## config.mk

```make
export PLATFORM = sky130hd
export DESIGN_NAME = solve_scheduler
export DESIGN_NICKNAME = d
export VERILOG_FILES = /design/src/rtl/solve_scheduler.sv
export SDC_FILE = /design/constraint.sdc
export NUM_CORES = 1
export LEC_CHECK = 0
export BUFFER_PORTS_ARGS = -buffer_cell sky130_fd_sc_hd__buf_2
export CORE_ASPECT_RATIO = 2
export CORE_MARGIN = 2
export CORE_UTILIZATION = 45
export DETAILED_ROUTE_END_ITERATION = 10
export HOLD_SLACK_MARGIN = 0.08
export PLACE_DENSITY = 0.66
export SLEW_MARGIN = 0
export SYNTH_ARGS = -nofsm -noshare
export SYNTH_HDL_FRONTEND = slang
export SYNTH_SLANG_ARGS = --single-unit
```

## constraint.sdc

```tcl
create_clock -name iCLOCK -period 4.25 [get_ports iCLOCK]
set_input_delay 0.85 -clock iCLOCK [delete_from_list [all_inputs] [get_ports iCLOCK]]
set_output_delay 0.85 -clock iCLOCK [all_outputs]
set_load 0.05 [all_outputs]
```

## src/rtl/solve_scheduler.sv

```systemverilog
// solve_scheduler: feeds queued boards into a multithreaded solver pipeline
// and returns tagged scores through a credit-protected result FIFO.
module solve_scheduler #(
   parameter int IDEPTH  = 4,
   parameter int NTHREAD = 7,
   parameter int ODEPTH  = 8
) (
   input  logic              iCLOCK,
   input  logic              iRESET,
   input  logic              run,
   input  logic              t_valid,
   output logic              t_ready,
   input  logic [63:0]       t_player,
   input  logic [63:0]       t_opponent,
   input  logic [3:0]        t_tag,
   output logic              p_enable,
   output logic [63:0]       p_player,
   output logic [63:0]       p_opponent,
   input  logic              p_solved,
   input  logic [4:0]        p_thread,
   input  logic signed [7:0] p_res,
   output logic              r_valid,
   input  logic              r_ready,
   output logic [3:0]        r_tag,
   output logic signed [7:0] r_res,
   output logic              busy
);
   localparam int IAW = (IDEPTH > 1) ? $clog2(IDEPTH) : 1;
   localparam int OAW = (ODEPTH > 1) ? $clog2(ODEPTH) : 1;
   localparam int ICW = IAW + 1;
   localparam int OCW = OAW + 1;
   localparam int TW  = (NTHREAD > 1) ? $clog2(NTHREAD) : 1;
   localparam int SW  = $clog2(ODEPTH + NTHREAD + 1) + 1;

   typedef enum logic [1:0] {
      S_IDLE,
      S_START,
      S_RUN
   } state_t;

   state_t r_state;
   state_t w_next;

   logic [TW-1:0]      r_cnt;
   logic               r_pen;
   logic               r_rdy;
   logic [NTHREAD-1:0] r_live;
   logic [3:0]         r_tagm [NTHREAD];

   logic [63:0]        r_tpl [IDEPTH];
   logic [63:0]        r_top [IDEPTH];
   logic [3:0]         r_ttg [IDEPTH];
   logic [IAW-1:0]     r_twp;
   logic [IAW-1:0]     r_trp;
   logic [ICW-1:0]     r_tcnt;

   logic [3:0]         r_otg  [ODEPTH];
   logic signed [7:0]  r_ores [ODEPTH];
   logic [OAW-1:0]     r_owp;
   logic [OAW-1:0]     r_orp;
   logic [OCW-1:0]     r_ocnt;

   logic               w_tfull;
   logic               w_tpush;
   logic               w_pvalid;
   logic [TW-1:0]      w_pthr;
   logic               w_load;
   logic [TW-1:0]      w_lthr;
   logic [SW-1:0]      w_lcnt;
   logic               w_credit;
   logic               w_disp;
   logic               w_rpush;
   logic               w_rpop;

   assign w_tfull  = (r_tcnt == ICW'(IDEPTH));
   assign t_ready  = r_rdy & ~w_tfull;
   assign w_tpush  = t_valid & t_ready;
   assign w_pvalid = (int'(p_thread) < NTHREAD);
   assign w_pthr   = p_thread[TW-1:0];

   assign w_load = (r_state == S_START) |
                   ((r_state == S_RUN) & p_solved & w_pvalid);
   assign w_lthr = (r_state == S_START) ? r_cnt : w_pthr;

   always_comb begin
      w_lcnt = '0;
      for (int i = 0; i < NTHREAD; i++) begin
         w_lcnt = w_lcnt + SW'(r_live[i]);
      end
   end

   // Every live thread will eventually need a result slot.
   assign w_credit = (w_lcnt + SW'(r_ocnt)) < SW'(ODEPTH);
   assign w_disp   = w_load & (r_tcnt != '0) & w_credit;

   assign w_rpush = (r_state == S_RUN) & p_solved & w_pvalid &
                    r_live[w_pthr];
   assign w_rpop  = r_valid & r_ready;

   assign p_player   = w_disp ? r_tpl[r_trp] : '1;
   assign p_opponent = w_disp ? r_top[r_trp] : '0;
   assign p_enable   = r_pen;
   assign busy       = (r_state != S_IDLE);
   assign r_valid    = (r_ocnt != '0);
   assign r_tag      = r_otg[r_orp];
   assign r_res      = r_ores[r_orp];

   always_comb begin
      w_next = r_state;
      unique case (r_state)
         S_IDLE:  if (run) w_next = S_START;
         S_START: if (r_cnt == TW'(NTHREAD - 1)) w_next = S_RUN;
         S_RUN:   if (!run && r_live == '0) w_next = S_IDLE;
         default: w_next = S_IDLE;
      endcase
   end

   always_ff @(posedge iCLOCK or posedge iRESET) begin
      if (iRESET) begin
         r_state <= S_IDLE;
         r_cnt   <= '0;
         r_pen   <= 1'b0;
         r_rdy   <= 1'b0;
         r_live  <= '0;
      end else begin
         r_state <= w_next;
         r_pen   <= (w_next != S_IDLE);
         r_rdy   <= 1'b1;
         r_cnt   <= (r_state == S_START) ? r_cnt + TW'(1) : '0;
         if (w_load) r_live[w_lthr] <= w_disp;
      end
   end

   always_ff @(posedge iCLOCK) begin
      if (w_disp) r_tagm[w_lthr] <= r_ttg[r_trp];
      if (w_tpush) begin
         r_tpl[r_twp] <= t_player;
         r_top[r_twp] <= t_opponent;
         r_ttg[r_twp] <= t_tag;
      end
      if (w_rpush) begin
         r_otg[r_owp]  <= r_tagm[w_pthr];
         r_ores[r_owp] <= p_res;
      end
   end

   always_ff @(posedge iCLOCK or posedge iRESET) begin
      if (iRESET) begin
         r_twp  <= '0;
         r_trp  <= '0;
         r_tcnt <= '0;
      end else begin
         if (w_tpush)
            r_twp <= (r_twp == IAW'(IDEPTH - 1)) ? '0 : r_twp + IAW'(1);
         if (w_disp)
            r_trp <= (r_trp == IAW'(IDEPTH - 1)) ? '0 : r_trp + IAW'(1);
         r_tcnt <= r_tcnt + ICW'(w_tpush) - ICW'(w_disp);
      end
   end

   always_ff @(posedge iCLOCK or posedge iRESET) begin
      if (iRESET) begin
         r_owp  <= '0;
         r_orp  <= '0;
         r_ocnt <= '0;
      end else begin
         if (w_rpush)
            r_owp <= (r_owp == OAW'(ODEPTH - 1)) ? '0 : r_owp + OAW'(1);
         if (w_rpop)
            r_orp <= (r_orp == OAW'(ODEPTH - 1)) ? '0 : r_orp + OAW'(1);
         r_ocnt <= r_ocnt + OCW'(w_rpush) - OCW'(w_rpop);
      end
   end

endmodule
```

==> results of run 1 <==
worst max path at each step:
stage	startpoint	endpoint	slack [ns]	cells past startpoint
final	r_live[0]	p_player[63]	-0.69	14
after global routing	r_live[0]	p_player[63]	-0.83	14
after CTS	r_live[0]	p_opponent[6]	-0.70	15
after detailed placement	r_live[0]	p_player[57]	-0.17	13
after global placement	r_live[0]	p_player[59]	-0.13	13
after floorplan	r_live[0]	p_opponent[50]	-0.23	13
cells by family after synthesis:
kind of cell,after synthesis
flip-flops,683
adder cells (fa/ha/maj),30
other,1
AND/OR/NAND/NOR,188
AO/OA/AOI/OAI,26
buffers and inverters,89
XOR/XNOR,5
multiplexers,201
registers in the layout, summed over array words and instances, names as in the netlist:
name	count
r_twp	2
r_top	256
r_trp	2
r_rdy	1
r_live	7
r_tcnt	3
r_tpl	256
r_ores	64
r_state	2
r_ocnt	4
r_ttg	16
r_tagm	28
r_otg	32
r_cnt	3
r_owp	3
r_orp	3
p_enable	1
placed cells by master (no fill, tap or decap), types with 24 or more instances in the layout:
cell	instances
buf_12	28
buf_2	166
buf_4	29
buf_6	105
clkbuf_16	59
dfrtp_1	29
edfxtp_1	652
ha_1	24
inv_1	29
mux2_2	27
mux4_2	161
nor2b_2	37
or2_1	43
layer usage:
layer | routed length [um] | share of wire (%) | GRT usage, % | vias up
met5 | 134 | 0.24 | 0 | -
met4 | 1590 | 2.8 | 6.26 | 22
met3 | 3510 | 6.2 | 4.58 | 108
met2 | 31100 | 55 | 33.5 | 377
met1 | 20500 | 36 | 21.2 | 6712
li1 | - | - | - | 5674
layout make-up:
class                           instances  share of cell area, %
Tap cell                              768                   2.93
Clock inverter                         29                   1.13
Antenna cell                           10                 0.0764
Sequential cell                       683                   62.1
Clock buffer                           75                   4.68
Inverter                               30                  0.344
Multi-Input combinational cell        451                   19.1
Timing Repair Buffer                  347                   9.61
critical path, cell delays in order (launching register included):
cell,delay [ns]
dfrtp_1,0.40
fa_1,0.55
inv_1,0.06
fa_1,0.45
fa_2,0.35
inv_2,0.07
ha_4,0.19
and3b_1,0.15
o21ai_1,0.12
buf_4,0.14
nand4bb_4,0.13
buf_12,0.19
buf_16,0.17
or2_1,0.29
buf_6,0.16
per-stage QoR:
| step | area, um^2 | setup TNS [ns] | utilization, % |
|---|---|---|---|
| global route | 32800 | -95.93 | 55.7 |
| floorplan | 26700 | -4.64 | - |
| global placement | 29600 | -6.03 | 50.4 |
| CTS | 32600 | -82.38 | 55.5 |
| detailed placement | 29600 | -10.70 | 50.4 |
| finish | 32800 | -75.50 | 55.7 |
timing repair:
action,4_1_cts,5_1_grt
cloned,3,2
pin swaps,19,5
buffers inserted,2,1
setup endpoints to repair,129,130
resized for setup,298,22
hold buffers,0,0
==> run_results.csv, run 1 <==
group,metric,value,unit
run_status,status,"finished with violations",
run_status,violations,"negative setup slack",
timing,drv_slew,0,
timing,finalCriticalPeriod,4.94,ns
timing,clock_skew,0.0245,ns
timing,setup_viol,129,
placed_design,dp_slack,-0.166,ns
setup_path,crit_path_end_kind,"output pin",
timing,hold_viol,0,
yosys,synthAdderAreaFrac,1.55,%
placed_design,place.gp.congestion,0.758,
drt,drc_errors,0,
yosys,yosysWarnings,0,
setup_path,crit_type,"reg -> out",
yosys,synth_area,26600,um^2
setup_path,critPathRequiredTime,3.40,ns
grt,grt_max_degree,77,
finish,nets,1751,
setup_path,worst_setup_path_start_kind,"register",
yosys,synth_edf_count,652,
die,core_area,58800,um^2
die,die-area,61200,um^2
grt,grt_overflow_total,0,
timing,tightest_slew,0.838,ns
timing,relSlewSlack,44.1,%
setup_path,reg2reg_to,"r_tcnt[2]",
placed_design,place_hpwl,34900,um
finish,multiInputGateArea,6250,um^2
grt,track_usage,18.5,%
yosys,yosysMostFrequentCell,"edfxtp_1",
yosys,synthSimpleGateAreaFrac,4.36,%
yosys,synth_common_cells,"edfxtp_1, mux4_2, nor2b_1",
placed_design,port_buffers,294,
yosys,synth_ff_type,"edfxtp_1",
yosys,ys_seq_elements,683,
yosys,synth_largest_area_cell,"edfxtp_1",
drt,drt_iter0_markers,880,
yosys,synth_top_family_by_area,"multiplexers",
grt,antenna_found_initial,21,
yosys,syn_nets,1404,
setup_path,regToRegSetupSlack,-0.03,ns
yosys,synth_compound_area_share,0.658,%
drt,vias,12900,
clocking,cts-buffers-inserted,57,
drt,vias_per_cell,5.39,
yosys,synth_top_area_share,73.5,%
finish,final-seq-area,20400,um^2
finish,syn_to_final_growth,23.1,%
clocking,cts_htree_levels,2,
yosys,ys_seq_area_share,76.4,%
timing,whs,0.305,ns
timing,max_freq,0.203,GHz
timing,fin_crit_sh,116,%
yosys,synthMuxAreaShare,15.3,%
clocking,cts.sinks,683,
drt,ant_nets,0,
clocking,clockRootBuffer,"clkbuf_16",
run,maxCapViolCount,0,
placed_design,dp.cells,2271,
finish,fillCellCount,4390,
yosys,synth_area_per_cell,21.8,um^2
finish,drive_gt1_share,44.2,%
timing,timing.final.ws_setup,-0.686,ns
yosys,synthArstFlopShare,4.54,%
clocking,clk_pin_slew_worst_paths,0.07,ns
grt,grt_pass1_vias,14000,
yosys,synth_area_leaders,"edfxtp_1, mux4_2, dfrtp_1",
drt,firstDrtPassIters,5,
die,die_x,176,um
setup_path,r2r-start,"r_live[0]",
die,num_io_pins,295,
clocking,cts_max_path_buffers,3,
die,die_h,348,um
finish,finalNonFillerCells,2393,
drt,wire_per_inst,23.7,um
die,initial_core_util,45.3,%
hold_path,hold_path.class,"in -> async",
clocking,clkLatencyLatePin,0.62,ns
yosys,synth_xor_xnor_area_share,0.164,%
clocking,cts_tree,"done",
yosys,ys_types,50,
timing,rsz0062_at_grt,"true",
setup_path,crit_fanout,40,
yosys,netlist_instances,1223,
grt,grt_pass1_wl,84300,um
die,std_cell_rows,126,
setup_path,arrival,4.09,ns
drt,wirelength,56800,um
setup_path,reg2regPathDepth,20,
Power of run 1 is not shown: default switching activity piles up to over one toggle a cycle in this logic, so the estimate is an artifact.
==> inputs of run 2 (changes only) <==
--- a/config.mk
+++ b/config.mk
@@ -10,9 +10,8 @@
 export CORE_MARGIN = 2
 export CORE_UTILIZATION = 45
 export DETAILED_ROUTE_END_ITERATION = 10
+export GPL_TIMING_DRIVEN = 0
 export HOLD_SLACK_MARGIN = 0.08
-export PLACE_DENSITY = 0.66
-export SLEW_MARGIN = 0
 export SYNTH_ARGS = -nofsm -noshare
 export SYNTH_HDL_FRONTEND = slang
 export SYNTH_SLANG_ARGS = --single-unit
==> constraint.sdc (replaced) <==
create_clock -name iCLOCK -period 5.85 [get_ports iCLOCK]
set_input_delay 1.17 -clock iCLOCK [delete_from_list [all_inputs] [get_ports iCLOCK]]
set_output_delay 1.17 -clock iCLOCK [all_outputs]
set_load 0.05 [all_outputs]
==> run 2 against run 1 <==
Effect of this change:
- the run now ends clean
- setup slack improved by 0.99 ns
- first-iteration DRC count decreased by 16%
- clock skew decreased by 0.0077 ns
==> run_results.csv, run 2 (synthesis results as in run 1) <==
group,metric,value,unit
placed_design,port_buffers,294,
run_status,status,"complete, no violations",
die,die-area,61200,um^2
drt,vias_per_cell,5.30,
drt,ant_nets,0,
finish,multiInputGateArea,5930,um^2
drt,drc_errors,0,
clocking,clkLatencyLatePin,0.61,ns
clocking,clockRootBuffer,"clkbuf_16",
drt,wirelength,57500,um
timing,fin_crit_sh,94.8,%
die,die_x,176,um
finish,syn_to_final_growth,18.1,%
pwr,peakVddDrop,484,uV
finish,finalNonFillerCells,2424,
hold_path,min_from,"r_cnt[0]",
timing,finalCriticalPeriod,5.55,ns
finish,fillCellCount,4729,
die,core_area,58800,um^2
setup_path,critPathRequiredTime,4.68,ns
timing,max_freq,0.180,GHz
hold_path,worstHoldEndpoint,"r_cnt[0]",
grt,grt_pass1_vias,14000,
finish,largestRegisters,"r_top: 256 flops, r_tpl: 256 flops, r_ores: 64 flops",
clocking,clk_pin_slew_worst_paths,0.07,ns
timing,relSlewSlack,24.2,%
setup_path,r2r-start,"r_live[0]",
clocking,cts_htree_levels,2,
drt,drt_iter0_markers,740,
grt,track_usage,19.1,%
timing,whs,0.517,ns
placed_design,dp.cells,2308,
die,initial_core_util,45.3,%
die,num_io_pins,295,
grt,grt_overflow_total,0,
finish,mostFrequentLayoutCell,"edfxtp_1",
timing,tightest_slew,1.13,ns
die,die_h,348,um
timing,fin_tns_setup,0,ns
setup_path,worst_setup_path_start_kind,"register",
finish,nets,1781,
die,std_cell_rows,126,
pwr,powerDensity,582,nW/um^2
setup_path,crit_path_end_kind,"output pin",
setup_path,reg2regPathDepth,19,
setup_path,crit_fanout,10,
drt,wire_per_inst,23.7,um
finish,final-seq-area,20400,um^2
timing,drv_slew,0,
clocking,cts_setup_buffers,0,
pwr,p_leak,10.6,nW
drt,firstDrtPassIters,5,
run,maxCapViolCount,0,
clocking,cts_tree,"done",
clocking,cts-buffers-inserted,58,
clocking,hold_buffers,0,
clocking,cts.sinks,683,
placed_design,place.gp.congestion,0.773,
timing,rsz0062_at_grt,"false",
finish,drive_gt1_share,38.8,%
timing,hold_viol,0,
setup_path,reg2reg_to,"r_tcnt[2]",
clocking,cts_resized,0,
finish,mostFrequentLayoutCells,"edfxtp_1, buf_2, mux4_2",
placed_design,place_hpwl,39400,um
setup_path,crit_type,"reg -> out",
drt,vias,12800,
grt,antenna_found_initial,17,
timing,clock_skew,0.0169,ns
hold_path,hold_path.class,"reg -> reg",
grt,grt_max_degree,54,
clocking,cts_max_path_buffers,3,
hold_path,hold_depth,1,
grt,grt_pass1_wl,85900,um
setup_path,arrival,4.38,ns
setup_path,regToRegSetupSlack,1.43,ns
timing,setup_viol,0,
## run 2: per-layer routing
metal	share of wire [%]	GRT usage, %
met1	36	20.9
met2	55	35.2
met3	6.6	5.22
met4	2.7	6.39
met5	0.16	0
## run 2: power breakdown
group	total (W)	internal, W	switching, W
sequential	0.00617	0.00597	0.000196
clock	0.00387	0.00217	0.00170
combinational	0.00826	0.00256	0.00570
total	0.0183	0.0107	0.00760
## run 2: worst max path at each step
stage / startpoint / endpoint / slack, ns / cells past startpoint
after detailed placement: r_live[0] / p_player[61] / 0.84 / 13
after floorplan: r_tcnt[1] / r_top[0][0] / 0.33 / 3
final: r_live[0] / p_opponent[54] / 0.30 / 14
after CTS: r_live[0] / p_player[61] / 0.16 / 13
after global placement: t_valid / r_top[0][35] / -1.84 / 2
after global routing: r_live[0] / p_opponent[54] / 0.04 / 14
## run 2: metrics by stage
stage / power, W / util [%] / instance area, um^2 / worst slack [ns]
6_report: 0.0183 / 53.5 / 31400 / 0.302
5_1_grt: 0.0192 / 53.4 / 31400 / 0.0378
4_1_cts: 0.0186 / 53.4 / 31400 / 0.163
3_5_place_dp: 0.0147 / 50.2 / 29500 / 0.840
3_3_place_gp: 0.0147 / 49.4 / 29100 / -1.84
2_1_floorplan: 0.0124 / - / 26600 / 0.331
## run 2: worst max-delay path: stages, from the launching register on
cell	delay, ns
dfrtp_1	0.41
fa_1	0.55
inv_1	0.05
fa_1	0.44
fa_1	0.38
inv_1	0.06
ha_1	0.22
and3b_1	0.16
o21ai_0	0.21
nand4bb_1	0.12
buf_2	0.22
buf_6	0.20
buf_2	0.22
nor2b_1	0.21
buf_2	0.30
## run 2: final cells by class
type                       count  share of cell area [%]
clock inverter                37                    1.25
antenna                        9                  0.0717
buffer                        59                   0.959
tap                          768                    3.06
sequential                   683                    64.8
timing repair buffer         317                    5.87
inverter                      30                   0.358
multi-input combinational    451                    18.9
clock buffer                  70                    4.83
(Power assumes the default switching activity.)
